--- src/rtl/alarm_trigger.sv ---
// rtl/alarm_trigger.sv - alarm match, ring timeout, snooze and stop control; optional BUZZER_BEEP_EN gives a 0.5 Hz beep
module alarm_trigger #(
    parameter int SNOOZE_SECONDS = 300,
    parameter int RING_TIMEOUT   = 60,
    parameter int MAX_SNOOZES    = 3
) (
    input  logic        CLK,
    input  logic        RESET,
    input  logic        TICK_1HZ,
    input  logic [7:0]  cur_seconds,
    input  logic [7:0]  cur_minutes,
    input  logic [7:0]  cur_hours,
    input  logic [7:0]  alm_seconds,
    input  logic [7:0]  alm_minutes,
    input  logic [7:0]  alm_hours,
    input  logic        ALARM_ENABLE,
    input  logic        SNOOZE,
    input  logic        STOP,
    output logic        BUZZER,
    output logic        RINGING,
    output logic        SNOOZING,
    output logic [15:0] snooze_left,
    output logic [1:0]  snooze_count
);

    typedef enum logic [1:0] {
        S_IDLE    = 2'd0,
        S_RINGING = 2'd1,
        S_SNOOZE  = 2'd2
    } state_t;

    state_t      state;
    state_t      state_d;

    logic        match;
    logic        match_q;
    logic        snooze_q;
    logic        stop_q;
    logic        match_rise;
    logic        snooze_rise;
    logic        stop_rise;

    logic [7:0]  ring_cnt;
    logic [7:0]  ring_cnt_d;
    logic [15:0] left_q;
    logic [15:0] left_d;
    logic [1:0]  count_q;
    logic [1:0]  count_d;
    logic        buzzer_q;
    logic        buzzer_d;

    logic        timeout;
    logic        snooze_ok;
    logic [8:0]  ring_cnt_inc;

    // Live time equals alarm time on all three fields
    always_comb begin
        match = (cur_seconds == alm_seconds) &&
                (cur_minutes == alm_minutes) &&
                (cur_hours   == alm_hours);
    end

    // Edge detectors; a held match or held button acts only once
    always_ff @(posedge CLK or negedge RESET) begin
        if (!RESET) begin
            match_q  <= 1'b0;
            snooze_q <= 1'b0;
            stop_q   <= 1'b0;
        end else begin
            match_q  <= match;
            snooze_q <= SNOOZE;
            stop_q   <= STOP;
        end
    end

    // Rising edges, ring timeout on the current tick, snooze allowance
    always_comb begin
        match_rise   = match  && !match_q;
        snooze_rise  = SNOOZE && !snooze_q;
        stop_rise    = STOP   && !stop_q;
        ring_cnt_inc = {1'b0, ring_cnt} + 9'd1;
        timeout      = TICK_1HZ && (ring_cnt_inc >= 9'(RING_TIMEOUT));
        snooze_ok    = 32'(count_q) < 32'(MAX_SNOOZES);
    end

    // Next-state and next-counter logic, highest-priority event first
    always_comb begin
        state_d    = state;
        ring_cnt_d = ring_cnt;
        left_d     = left_q;
        count_d    = count_q;

        if (!ALARM_ENABLE) begin
            state_d    = S_IDLE;
            ring_cnt_d = 8'd0;
            left_d     = 16'd0;
            count_d    = 2'd0;
        end else begin
            case (state)
                S_IDLE: begin
                    ring_cnt_d = 8'd0;
                    left_d     = 16'd0;
                    count_d    = 2'd0;
                    if (match_rise) begin
                        state_d = S_RINGING;
                    end
                end

                S_RINGING: begin
                    if (stop_rise || timeout) begin
                        state_d    = S_IDLE;
                        ring_cnt_d = 8'd0;
                        left_d     = 16'd0;
                        count_d    = 2'd0;
                    end else if (snooze_rise && snooze_ok) begin
                        state_d    = S_SNOOZE;
                        ring_cnt_d = 8'd0;
                        left_d     = 16'(SNOOZE_SECONDS);
                        count_d    = (count_q == 2'd3) ? 2'd3 : count_q + 2'd1;
                    end else if (TICK_1HZ && (ring_cnt != 8'hFF)) begin
                        ring_cnt_d = ring_cnt + 8'd1;
                    end
                end

                S_SNOOZE: begin
                    if (stop_rise) begin
                        state_d    = S_IDLE;
                        ring_cnt_d = 8'd0;
                        left_d     = 16'd0;
                        count_d    = 2'd0;
                    end else if (TICK_1HZ) begin
                        if (left_q == 16'd1) begin
                            state_d    = S_RINGING;
                            left_d     = 16'd0;
                            ring_cnt_d = 8'd0;
                        end else if (left_q != 16'd0) begin
                            left_d = left_q - 16'd1;
                        end
                    end
                end

                default: begin
                    state_d    = S_IDLE;
                    ring_cnt_d = 8'd0;
                    left_d     = 16'd0;
                    count_d    = 2'd0;
                end
            endcase
        end
    end

    // Buzzer drive follows the state it will be in after this edge
    always_comb begin
        buzzer_d = 1'b0;
`ifdef BUZZER_BEEP_EN
        if (state_d == S_RINGING) begin
            if (state != S_RINGING) begin
                buzzer_d = 1'b1;
            end else if (TICK_1HZ) begin
                buzzer_d = !buzzer_q;
            end else begin
                buzzer_d = buzzer_q;
            end
        end
`else
        buzzer_d = (state_d == S_RINGING);
`endif
    end

    // State and counter registers
    always_ff @(posedge CLK or negedge RESET) begin
        if (!RESET) begin
            state    <= S_IDLE;
            ring_cnt <= 8'd0;
            left_q   <= 16'd0;
            count_q  <= 2'd0;
            buzzer_q <= 1'b0;
        end else begin
            state    <= state_d;
            ring_cnt <= ring_cnt_d;
            left_q   <= left_d;
            count_q  <= count_d;
            buzzer_q <= buzzer_d;
        end
    end

    // Status outputs come straight from registers
    always_comb begin
        BUZZER       = buzzer_q;
        RINGING      = (state == S_RINGING);
        SNOOZING     = (state == S_SNOOZE);
        snooze_left  = left_q;
        snooze_count = count_q;
    end

endmodule
--- config.mk ---
export PLATFORM = sky130hd
export DESIGN_NAME = alarm_trigger
export DESIGN_NICKNAME = d
export VERILOG_FILES = /design/src/rtl/alarm_trigger.sv
export SDC_FILE = /design/constraint.sdc
export NUM_CORES = 1
export LEC_CHECK = 0
export BUFFER_PORTS_ARGS = -buffer_cell sky130_fd_sc_hd__buf_2
export CAP_MARGIN = 20
export CORE_UTILIZATION = 50
export CTS_CLUSTER_DIAMETER = 100
export DETAILED_ROUTE_END_ITERATION = 7
export GPL_TIMING_DRIVEN = 0
export PLACE_DENSITY = 0.79
export SETUP_SLACK_MARGIN = 0.5
export SYNTH_ARGS = -nofsm -noshare
export SYNTH_HDL_FRONTEND = slang
export SYNTH_SLANG_ARGS = --single-unit
--- constraint.sdc ---
create_clock -name CLK -period 2.5 [get_ports CLK]
set_input_delay 0.125 -clock CLK [delete_from_list [all_inputs] [get_ports CLK]]
set_output_delay 0.125 -clock CLK [all_outputs]
set_load 0.01 [all_outputs]
# [Yosys cells after proc, flatten, opt, wreduce, memory -nomap -nowiden]
# Cells that the tools add are included.
[op_classes] n_lt_le_gt_ge=2 n_mul=0 n_mux=30 shifts=0 eq_ne=15 add_sub_neg=4 bitwise=0 n_reduce_logical=17 n_div=0
[ops] op="2-to-1 mux 16 bit" n=7
[ops] op="2-to-1 mux 8 bit" n=7
[ops] op="case mux 16 bit (2 select lines)" n=1
[ops] op="equality test 8 bit" n=3
[ops] op="2-to-1 mux 2 bit" n=12
[ops] op="equality test 16 x 1 -> 1 bit, second input constant" n=1
[ops] op="case mux 8 bit (2 select lines)" n=1
[ops] op="nonzero test 16 bit" n=1
[ops] op="subtractor 16 x 1 -> 16 bit, second input constant" n=1
[ops] op="!= test 5 x 2 -> 1 bit, second input constant" n=2
[ops] op="adder 8 x 1 -> 9 bit, second input constant" n=1
[ops] op="greater-or-equal comparator 9 x 6 -> 1 bit, second input constant" n=1
[ops] op="adder 8 x 1 -> 8 bit, second input constant" n=1
[ops] op="logical AND 1 bit" n=8
[ops] op="!= test 4 x 2 -> 1 bit, second input constant" n=2
[ops] op="!= test 8 bit, second input constant" n=1
[ops] op="case mux 2 bit (3 select lines)" n=1
[ops] op="AND reduction 3 bit" n=2
[ops] op="equality test 2 x 1 -> 1 bit, second input constant" n=2
[ops] op="equality test 2 bit, second input constant" n=2
[ops] op="!= test 4 x 3 -> 1 bit, second input constant" n=1
[ops] op="case mux 2 bit (2 select lines)" n=1
[ops] op="zero test 1 bit" n=3
[ops] op="!= test 3 x 2 -> 1 bit, second input constant" n=1
[ops] op="5 further kinds" n=5
[totals] wordCells=76 rom_bits=0 latchBits=0 register_bits=32 output_inout_bits=21 ram_bits=0 n_memories=0

# [Depth between registers and ports, before layout]
# Gate-level depths: netlist of run 1.
[logic_depth] word_depth=8 mapped_depth=9

# [Worst setup path before layout of run 1]
# No wires, ideal clock.
[synth_path] path_kind="register to register" start="register left_q[12], in the netlist snooze_left[12]" end="register left_q[5], in the netlist snooze_left[5]" t_required_ps=2378 stages_incl_launch_ff=7 path_slack_ps=228 setup_time_ps=122 period_less_slack_ps=2272 arrival_ps=2150 path_cell_list="dfrtp_1 > or4_4 > or2_4 > o41ai_4 > a21oi_2 > buf_6 > a32o_1"
[synth_between] elab_chain_cells=6
[synth_lines] item="from (decl)" line_no="45" rtl="logic [15:0] left_q;"
[synth_lines] item="from (signal assigned)" line_no="181" rtl="left_q <= left_d;"
[synth_lines] item="equality test 16 x 1 -> 1 bit" line_no="132" rtl="if (left_q == 16'd1) begin"
[synth_lines] item="2-to-1 mux 16 bit" line_no="132"
[synth_lines] item="2-to-1 mux 16 bit" line_no="131" rtl="end else if (TICK_1HZ) begin"
[synth_lines] item="2-to-1 mux 16 bit" line_no="126" rtl="if (stop_rise) begin"
[synth_lines] item="case mux 16 bit (2 select lines)" line_no="99" rtl="case (state)"
[synth_lines] item="2-to-1 mux 16 bit" line_no="93" rtl="if (!ALARM_ENABLE) begin"
# Parallel ways exist; a longest one is shown, timed or not. The select of a mux whose other input is x is not followed.
# A chain may end at the register's enable or synchronous reset.

# [Final worst setup path of run 1]
[layout_path] start="register left_q[14], in the netlist snooze_left[14]" end="register left_q[5], in the netlist snooze_left[5]"
# The elaborated chain is that of the path after synthesis.

==> results by group, run 1 <==
Layout
  • NumNets Final: between 400 and 500
  • Area of the multi-input gates: ~0.0015 sq mm
  • Fin cells: 407
  • Area grow syn2layout: 37.73%
  • Share of cells above drive strength 1: roughly two fifths
  • Ant diodes: 0
  • Final core occ: 71.75%
  • # fillers: 314
  • Register area: 803.3 sq um
  • Post-route cell area: ~0.0031 sq mm

Worst setup path
  • Worst-path maximum fanout: 5
  • Critical path class: flip-flop to flip-flop
  • Worst-path cell chain: or4_4, or2_4, o41ai_4, buf_4, buf_6, a21oi_1, o21ai_1, a32o_1
  • Max incr delay on CP: about 560 ps
  • CP Buf/Inv Count: 2
  • CP top delay family: simple AND/OR/NAND/NOR gates
  • CP startpoint kind: flip-flop
  • Critical-path top delay cell: or4_4
  • Critical path arrival: 2450 ps
  • WP data required: 2720 ps
  • Critical Path Sink Type: flip-flop

Yosys
  • Most frequent cell after synthesis: dfrtp_1
  • Syn_nets: 313
  • YS warnings: 0
  • Synth top area cells: dfrtp_1 35%, xnor2_1 9.7%, a32o_1 4.4%, ha_1 3.9%, a21oi_1 3.1%
  • Commonest cells in the synthesized netlist: 32 x dfrtp_1, 25 x xnor2_1
  • Primary flip-flop cell chosen by synthesis mapping: dfrtp_1
  • Cells after Synth: 252
  • FFs w/ async S/R, synth: 100.0%
  • Sequential area share after synthesis: 35.30%
  • Mean Syn Cell Area: between 9 and 10 sq um
  • Flops & latches, synth: 32
  • Cell Area, Synth: 0.002268 sq mm
  • Post-synth EDFFs: 0
  • Post-synth top area share: 35.30%
  • Netlist cell types: ~50
  • Largest area contributor in the netlist: dfrtp_1

Place
  • Port Buffers: between 70 and 80
  • DP HPWL: 4318 microns
  • Routability Congestion: a little over 0.9
  • Dpl cells: around 380
  • Placed cell area: 0.002739 sq mm

Die
  • Num rows: 24
  • # IOs: 75
  • Starting density of the core: a little over half
  • Die area: 0.004810 sq mm
  • Core area: 0.004354 sq mm
  • DIE HEIGHT: 69.36 microns
  • Die width: 69.36 microns

Detailed routing
  • Initial DRC count: 244
  • Pre-antenna DRT Iters: 5
  • DRT Wirelength: 6341 microns
  • Wire length per cell: 15.58 microns
  • Detailed-route DRC error count: 0
  • Vias per cell: around 5.9
  • Routed Antenna Nets: 0
  • Vias: 2420

STA
  • Relative slew slack: about half
  • Final hold slack: 164.2 ps
  • Tcrit/Tclk final: 89.45%
  • Total negative slack: 0 ps
  • Fin. Hold Viols: 0
  • Slew @ Worst Pin: 742.8 ps
  • Final setup viols: 0
  • Clk_skew: between 8 and 9 ps
  • RSZ-0062 raised after global routing: yes
  • FMAX: 447.2 MHz
  • Slew Viols, Final: 0
  • Tmin final: 2236 ps

CTS
  • Clock slew at reported path FFs: 70 ps
  • CTS tree: yes
  • Clock Sinks: 32
  • Worst-Skew Late Latency: 290 ps
  • H-tree depth: 2
  • Root buf cell: clkbuf_8
  • Max Buffers Root-to-Sink: 2
  • Cts bufs inserted: 5

Global route
  • Initial antenna violation count: 0
  • Global-route wire length before repair: 10070 microns
  • Met3 GRT Util: 4.797%
  • GR Util met1: between 30% and 40%
  • Most Crowded Layer GR: met2
  • Vias in the first global route: 2264
  • Met2 usage: 47.14%
  • Largest net degree at the start of global routing: 33
  • Gr usage total: 26.04%
  • Global route total overflow: 0

Power
  • Peak supply drop: 0.0001814 V
  • P per Cell Area: 339.0 mW/mm^2
  • Static leakage: 1.473 nW

Min path
  • HP Class: primary input to flip-flop

Status
  • Outcome: completed

Flow run
  • Max cap viols: 0
## flip-flops by register name, summed over array words and instances (netlist names)
name,flops
state,2
match_q,1
BUZZER,1
snooze_left,16
snooze_q,1
ring_cnt,8
snooze_count,2
stop_q,1
## placed cells by master, fill, tap and decap left out, types with 7 or more instances in the layout
cell type | synthesis | routed
o21ai_1 | 4 | 9
and2_1 | 7 | 7
nor3_1 | 10 | 7
a32o_1 | 10 | 9
nor2_1 | 14 | 14
nand4_1 | 10 | 10
clkbuf_8 | 0 | 7
xnor2_1 | 25 | 25
buf_2 | 0 | 74
nand2_1 | 14 | 12
inv_1 | 11 | 10
buf_4 | 0 | 16
a21oi_1 | 14 | 12
dfrtp_1 | 32 | 30
nand3_1 | 8 | 8
o21ai_0 | 14 | 8
## cells by family after synthesis
kind of cell / count (synthesis) / share of synthesized area, %
and+or+nand+nor: 86 / 20.80
xor gates and xnor gates: 26 / 10.04
adders and majority gates: 7 / 3.861
muxes: 3 / 1.379
DFF: 32 / 35.30
AOI/OAI and AO/OA: 78 / 24.99
buffers and inverters: 20 / 3.640
## timing repair
item / in CTS / in global routing
gates resized for setup: 18 / 24
endpoints found under the hold margin: 34 / 0
hold buffers: 3 / 0
pin swaps: 12 / 10
setup endpoints to repair: 27 / 28
cloned: 1 / 0
buffers inserted: 12 / 6
## path summary, 6_finish.rpt
check | start | to | slack, ps | depth (start not counted)
max in group asynchronous | RESET | snooze_left[5] | 1540 | 2
min in group asynchronous | RESET | snooze_left[6] | 450 | 2
min reg2reg | ring_cnt[1] | ring_cnt[1] | 530 | 1
min | cur_hours[6] | match_q | 160 | 4
max | snooze_left[14] | snooze_left[5] | 260 | 8
max reg2reg | snooze_left[14] | snooze_left[5] | 260 | 8
## per-layer routing
layer	wire (microns)	vias up
met4	106	0
met3	451	14
met2	3279	128
met1	2503	1133
met5	0	-
li1	-	1145
## stage by stage
stage / power, mW / worst slack (ps)
floorplan: 0.5800 / 349.5
global placement: 0.6447 / 56.01
detailed placement: 0.6487 / 10.02
CTS: 1.066 / 295.0
global route: 1.101 / 198.0
finish: 1.059 / 263.7
## cell type report
type	instances	area share, %
Timing Repair Buffer	95	17.58
Clock buffer	8	2.883
Multi-Input combinational cell	200	48.02
Buffer	9	2.403
Tap cell	52	2.082
Inverter	11	1.322
Sequential cell	32	25.71
## worst min-delay path, stage by stage
cell and delay [ps]:
buf_2 80, xnor2_1 60, nand4_1 90, nor3b_1 50
## power by group
part	internal, mW	total [mW]	switching [mW]	leakage [nW]
Sequential	0.519	0.520	0.000322	0.439
Clock	0.224	0.415	0.191	0.0455
Combinational	0.0628	0.124	0.0614	0.988
Power figures use the tool's default switching activity.
==> inputs of run 2 (changes only) <==
--- a/config.mk
+++ b/config.mk
@@ -9,3 +9,5 @@
 export CAP_MARGIN = 20
-export CORE_UTILIZATION = 50
+export CELL_PAD_IN_SITES_DETAIL_PLACEMENT = 1
+export CELL_PAD_IN_SITES_GLOBAL_PLACEMENT = 1
+export CORE_UTILIZATION = 37
 export CTS_CLUSTER_DIAMETER = 100
@@ -13,3 +15,3 @@
 export GPL_TIMING_DRIVEN = 0
-export PLACE_DENSITY = 0.79
+export PLACE_DENSITY_LB_ADDON = 0.1
 export SETUP_SLACK_MARGIN = 0.5
==> constraint.sdc (replaced) <==
create_clock -name CLK -period 2.5 [get_ports CLK]
set_input_delay 0.5 -clock CLK [delete_from_list [all_inputs] [get_ports CLK]]
set_output_delay 0.5 -clock CLK [all_outputs]
set_load 0.01 [all_outputs]
==> results by group, run 2 (synthesis results as in run 1) <==
Status
  • Outcome: completed

Power
  • Static leakage: 1.481 nW (+0.53%)
  • Sequential share of power: 48.4% (-0.7 points)
  • Pwr Total: 1.072 mW (+1.2%)
  • Sw Ratio: 25.02% (+1.2 points)
  • Clk network pwr share: 40.4% (+1.2 points)
  • Comb power frac: 11.1% (-0.6 points)
  • P_sw: 0.2683 mW (+6.2%)
  • Peak supply drop: 0.0002720 V (+50%)
  • Int Pwr: 0.8039 mW (-0.33%)
  • P per Cell Area: 336.8 mW/mm^2 (-0.63%)

Detailed routing
  • Wire length per cell: 17.62 microns (+13%)
  • Detailed-route DRC error count: 0 (unchanged)
  • Vias per cell: 5.700 (-4.1%)
  • Vias: 2428 (+0.33%)
  • DRT Wirelength: 7507 microns (+18%)
  • Initial DRC count: 115 (-53%)
  • Pre-antenna DRT Iters: 4 (-1)
  • Routed Antenna Nets: 0 (unchanged)

Worst setup path
  • CP startpoint kind: flip-flop
  • Crit Reg-Reg Endpoint: snooze_left[7]
  • Critical path arrival: 2540 ps (+90 ps)
  • WP data required: 2710 ps (about the same)
  • Setup crit end: snooze_left[7]
  • Worst-path maximum fanout: 5 (unchanged)
  • Worst reg2reg path startpoint: snooze_left[13]
  • Path depth of the worst reg2reg path: 8 (unchanged)
  • FF-to-FF setup slack: 180 ps (-90 ps)
  • Launch point of the worst path: snooze_left[13]
  • Critical Path Sink Type: flip-flop
  • Critical path class: flip-flop to flip-flop

Global route
  • Initial antenna violation count: 0 (unchanged)
  • Global route total overflow: 0 (unchanged)
  • Vias in the first global route: 2535 (+12%)
  • Gr usage total: 24.42% (-1.6 points)
  • Global-route wire length before repair: 12100 microns (+20%)
  • Largest net degree at the start of global routing: 33 (unchanged)

STA
  • Tcrit/Tclk final: 92.89% (+3.4 points)
  • Relative slew slack: 50.48% (about the same)
  • Final setup viols: 0 (unchanged)
  • Tmin final: 2322 ps (+85.82 ps)
  • Slew @ Worst Pin: 742.8 ps (-0.004232 ps)
  • Total negative slack: 0 ps (unchanged)
  • Slew Viols, Final: 0 (unchanged)
  • RSZ-0062 raised after global routing: yes
  • Clk_skew: 8.385 ps (+0.3231 ps)
  • Fin. Hold Viols: 0 (unchanged)
  • FMAX: 430.6 MHz (-3.7%)

CTS
  • Cts bufs inserted: 5 (unchanged)
  • Clock slew at reported path FFs: 70 ps (about the same)
  • Root buf cell: clkbuf_8
  • CTS tree: yes
  • H-tree depth: 2 (unchanged)
  • Max Buffers Root-to-Sink: 2 (unchanged)
  • Number of hold buffers added after CTS: 0 (-3)
  • Clock Sinks: 32 (unchanged)
  • Worst-Skew Late Latency: 290 ps (about the same)

Layout
  • Ant diodes: 0 (unchanged)
  • Commonest non-fill, non-tap cells in the layout: 73 x buf_2, 31 x dfrtp_1, 25 x xnor2_1
  • Fin cells: 426 (+4.7%)
  • Register area: 802.0 sq um (-0.16%)
  • NumNets Final: 411 (-0.96%)
  • Most common cell after layout, fill and taps aside: buf_2
  • # fillers: 704 (+120%)
  • Post-route cell area: 0.003183 sq mm (+1.9%)
  • Max reg flops: 16 (unchanged)
  • Area grow syn2layout: 40.32%
  • Share of cells above drive strength 1: 40.17% (+1.9 points)
  • Area of the multi-input gates: 0.001548 sq mm (+3.2%)

Min path
  • HP Class: primary input to async pin

Die
  • Die area: 0.006448 sq mm (+34%)
  • Core area: 0.005921 sq mm (+36%)
  • Num rows: 28 (+17%)
  • Die width: 80.30 microns (+16%)
  • DIE HEIGHT: 80.30 microns (+16%)
  • Starting density of the core: 38.31% (-14 points)
  • # IOs: 75 (unchanged)

Place
  • Placed cell area: 0.002768 sq mm (+1.1%)
  • Port Buffers: 73 (unchanged)
  • Routability Congestion: 0.8125 (-11%)
  • DP HPWL: 5118 microns (+19%)
  • Dpl cells: 400 (+6.1%)

Flow run
  • Max cap viols: 0 (unchanged)
==> run 2: cell types whose count changed in the layout (fill, tap and decap cells not counted), moves of 2 or more <==
cell           delta
a21oi_1           -5
dlygate4sd3_1     -3
buf_4             -2
a21oi_2           +6
==> run 2: cell type report <==
class | count | area share [%]
repair buffers | 91 | 16.86
plain buffers | 9 | 2.241
flip-flops and latches | 32 | 25.20
well taps | 75 | 2.948
clock buffers | 8 | 2.830
multi-input cells | 200 | 48.62
inverters | 11 | 1.297
==> run 2: timing repair <==
action / 4_1_cts / 5_1_grt
pin swaps: 18 / 14
setup buffers: 11 / 5
endpoints found under the hold margin: 0 / 0
resized for setup: 27 / 26
setup endpoints to repair: 27 / 28
gates cloned: 1 / 1
==> run 2: worst min path at each step <==
stage                           start              to  slack [ps]  cells past startpoint
final                           RESET  snooze_left[6]         270                      1
after detailed placement  ring_cnt[6]     ring_cnt[6]         520                      1
after CTS                       RESET  snooze_left[6]         300                      1
after floorplan                 RESET          BUZZER         200                      0
after global routing             STOP          stop_q         330                      1
after global placement    ring_cnt[1]     ring_cnt[1]         510                      1
==> run 2: worst max-delay path: stages (launching register included) <==
cell and delay [ps]:
dfrtp_1 390, or4_4 580, or2_4 270, o41ai_4 420
buf_4 220, buf_6 120, a21oi_2 30, o21ai_1 80
o2bb2ai_1 130
==> run 2: through the flow <==
| step | hold slack [ps] | util [%] | setup WS, ps |
|---|---|---|---|
| detailed placement | 521.3 | 46.75 | -75.00 |
| CTS | 298.0 | 51.08 | 221.7 |
| global placement | 509.3 | 46.75 | -51.55 |
| global route | 330.8 | 53.76 | 121.1 |
| floorplan | 204.4 | - | 349.5 |
| finish | 267.9 | 53.76 | 177.9 |
==> run 2: power by group through the flow <==
stage | clock network (mW) | logic (mW) | registers (mW)
after floorplan | 0 | 0.0507 | 0.529
after global placement | 0 | 0.116 | 0.529
after detailed placement | 0 | 0.119 | 0.529
after CTS | 0.436 | 0.121 | 0.519
after global routing | 0.454 | 0.135 | 0.519
final | 0.434 | 0.119 | 0.519
==> run 2: routing by layer <==
layer / vias up / routed length, microns / track usage (%)
li1: 1131 / - / -
met1: 1212 / 3232 / 29.53
met2: 67 / 3818 / 43.33
met3: 18 / 298 / 4.886
met4: 0 / 156 / 7.321
met5: - / 0 / 0
==> inputs of run 3 (changes only) <==
- CORE_ASPECT_RATIO: not set -> 2
==> results by group, run 3 (synthesis results as in run 1) <==
Place
  • DP HPWL: 5413 microns (+5.8%)
  • Port Buffers: 73 (unchanged)
  • Placed cell area: 0.002753 sq mm (-0.54%)
  • Dpl cells: 388 (-3.0%)
  • Routability Congestion: 0.7823 (-3.7%)

Detailed routing
  • Routed Antenna Nets: 0 (unchanged)
  • Initial DRC count: 106 (-7.8%)
  • Vias per cell: 5.826 (+2.2%)
  • Pre-antenna DRT Iters: 6 (+2)
  • DRT Wirelength: 7535 microns (+0.37%)
  • Wire length per cell: 17.98 microns (+2.0%)
  • Detailed-route DRC error count: 3 (+3)
  • Vias: 2441 (+0.54%)

Worst setup path
  • Critical path arrival: 2440 ps (-100 ps)
  • WP data required: 2670 ps (-40 ps)
  • FF-to-FF setup slack: 220 ps (+50 ps)
  • Worst-path maximum fanout: 5 (unchanged)
  • CP startpoint kind: flip-flop
  • Path depth of the worst reg2reg path: 6 (-2)
  • Critical path class: flip-flop to flip-flop
  • Critical Path Sink Type: flip-flop

Layout
  • Commonest non-fill, non-tap cells in the layout: 74 x buf_2, 31 x dfrtp_1, 25 x xnor2_1
  • Max reg flops: 16 (unchanged)
  • Most common cell after layout, fill and taps aside: buf_2
  • Post-route cell area: 0.003227 sq mm (+1.4%)
  • Fin cells: 419 (-1.6%)
  • Share of cells above drive strength 1: 40.17% (about the same)
  • NumNets Final: 416 (+1.2%)
  • Area grow syn2layout: 42.25%
  • # fillers: 709 (+0.71%)
  • Ant diodes: 0 (unchanged)

Status
  • Outcome: complete, but fails checks
  • Violated checks: design-rule violations

STA
  • RSZ-0062 raised after global routing: yes
  • Slew Viols, Final: 0 (unchanged)
  • Tcrit/Tclk final: 91.04% (-1.8 points)
  • Clk_skew: 6.636 ps (-1.750 ps)
  • FMAX: 439.4 MHz (+2.0%)
  • Fin. Hold Viols: 0 (unchanged)
  • Final setup viols: 0 (unchanged)
  • Relative slew slack: 49.31% (-1.2 points)
  • Tmin final: 2276 ps (-46.23 ps)
  • Slew @ Worst Pin: 760.3 ps (+17.47 ps)

Global route
  • GR Util met1: 22.50% (-7.0 points)
  • Initial antenna violation count: 0 (unchanged)
  • Largest net degree at the start of global routing: 33 (unchanged)
  • Met2 usage: 48.99% (+5.7 points)
  • Most Crowded Layer GR: met2
  • Global route total overflow: 0 (unchanged)
  • Vias in the first global route: 2669 (+5.3%)
  • Gr usage total: 24.81% (+0.39 points)
  • Global-route wire length before repair: 12200 microns (+0.86%)
  • Met3 GRT Util: 4.571% (-0.31 points)

CTS
  • Clock slew at reported path FFs: 60 ps (about the same)
  • Number of hold buffers added after CTS: 0 (unchanged)
  • Worst-Skew Late Latency: 290 ps (about the same)
  • Clock Sinks: 32 (unchanged)
  • Cts bufs inserted: 5 (unchanged)
  • CTS tree: yes
  • Max Buffers Root-to-Sink: 2 (unchanged)
  • Root buf cell: clkbuf_16
  • H-tree depth: 2 (unchanged)

Die
  • DIE HEIGHT: 112.7 microns (+40%)
  • Die width: 57.37 microns (-29%)
  • Die area: 0.006467 sq mm (+0.29%)
  • Num rows: 40 (+43%)
  • Core area: 0.005956 sq mm (+0.59%)
  • # IOs: 75 (unchanged)
  • Starting density of the core: 38.09% (-0.23 points)

Power
  • Clk network pwr share: 49.7% (+9.3 points)
  • P_sw: 0.2998 mW (+12%)
  • Pwr Total: 1.272 mW (+19%)
  • Peak supply drop: 0.0002531 V (-6.9%)
  • Comb power frac: 9.4% (-1.7 points)
  • Sw Ratio: 23.57% (-1.5 points)
  • Int Pwr: 0.9724 mW (+21%)
  • Sequential share of power: 40.9% (-7.5 points)
  • Static leakage: 1.514 nW (+2.3%)
  • P per Cell Area: 394.3 mW/mm^2 (+17%)

Min path
  • HP Class: primary input to async pin

Flow run
  • Max cap viols: 0 (unchanged)
==> run 3: metal layers <==
metal,vias to the layer above,wire (microns)
met5,-,0
met4,0,271
met3,25,316
met2,92,4429
met1,1179,2517
li1,1145,-
==> run 3: what timing repair did <==
item                       in CTS  in global routing
pin swaps                      11                 12
setup buffers                  12                 10
cloned                          1                  0
resized for setup              17                 21
setup endpoints to repair      27                 27
==> run 3: layout make-up <==
cell class	instances	area [sq um]	area share, %
multi-input cells	200	1541	47.77
well taps	63	78.83	2.443
repair buffers	96	545.5	16.91
clock inverters	2	10.01	0.3102
clock buffers	6	138.9	4.304
inverters	11	41.29	1.280
plain buffers	9	68.82	2.133
flip-flops and latches	32	802.0	24.85
==> run 3: power groups by stage <==
stage	clock network [mW]	logic, mW	registers [mW]
6_report	0.632	0.120	0.520
3_3_place_gp	0	0.116	0.529
5_1_grt	0.664	0.134	0.520
4_1_cts	0.641	0.121	0.520
3_5_place_dp	0	0.120	0.529
2_1_floorplan	0	0.0507	0.529
==> run 3: final timing paths <==
path / from / endpoint
min in group CLK: STOP / stop_q
max in group asynchronous: RESET / snooze_left[5]
setup reg to reg: snooze_left[13] / snooze_left[5]
setup / recovery: snooze_left[13] / snooze_left[5]
hold reg to reg: snooze_left[12] / snooze_left[12]
hold / removal: RESET / snooze_left[5]
==> run 3: per-stage QoR <==
step | TNS [ps] | worst slack, ps | util [%] | hold WS (ps)
detailed placement | -768.8 | -113.4 | 46.22 | 521.2
floorplan | 0 | 349.5 | - | 204.4
global placement | -354.8 | -67.76 | 46.22 | 508.0
CTS | 0 | 222.4 | 51.53 | 317.8
finish | 0 | 224.1 | 54.18 | 280.7
global route | 0 | 137.8 | 54.18 | 334.8
==> run 3: critical path, cell delays in order (launching register included) <==
cell and delay [ps]:
dfrtp_1 380, or4_4 570, or2_4 280, o41ai_4 410, a21oi_2 120, buf_6 170
a32o_1 240
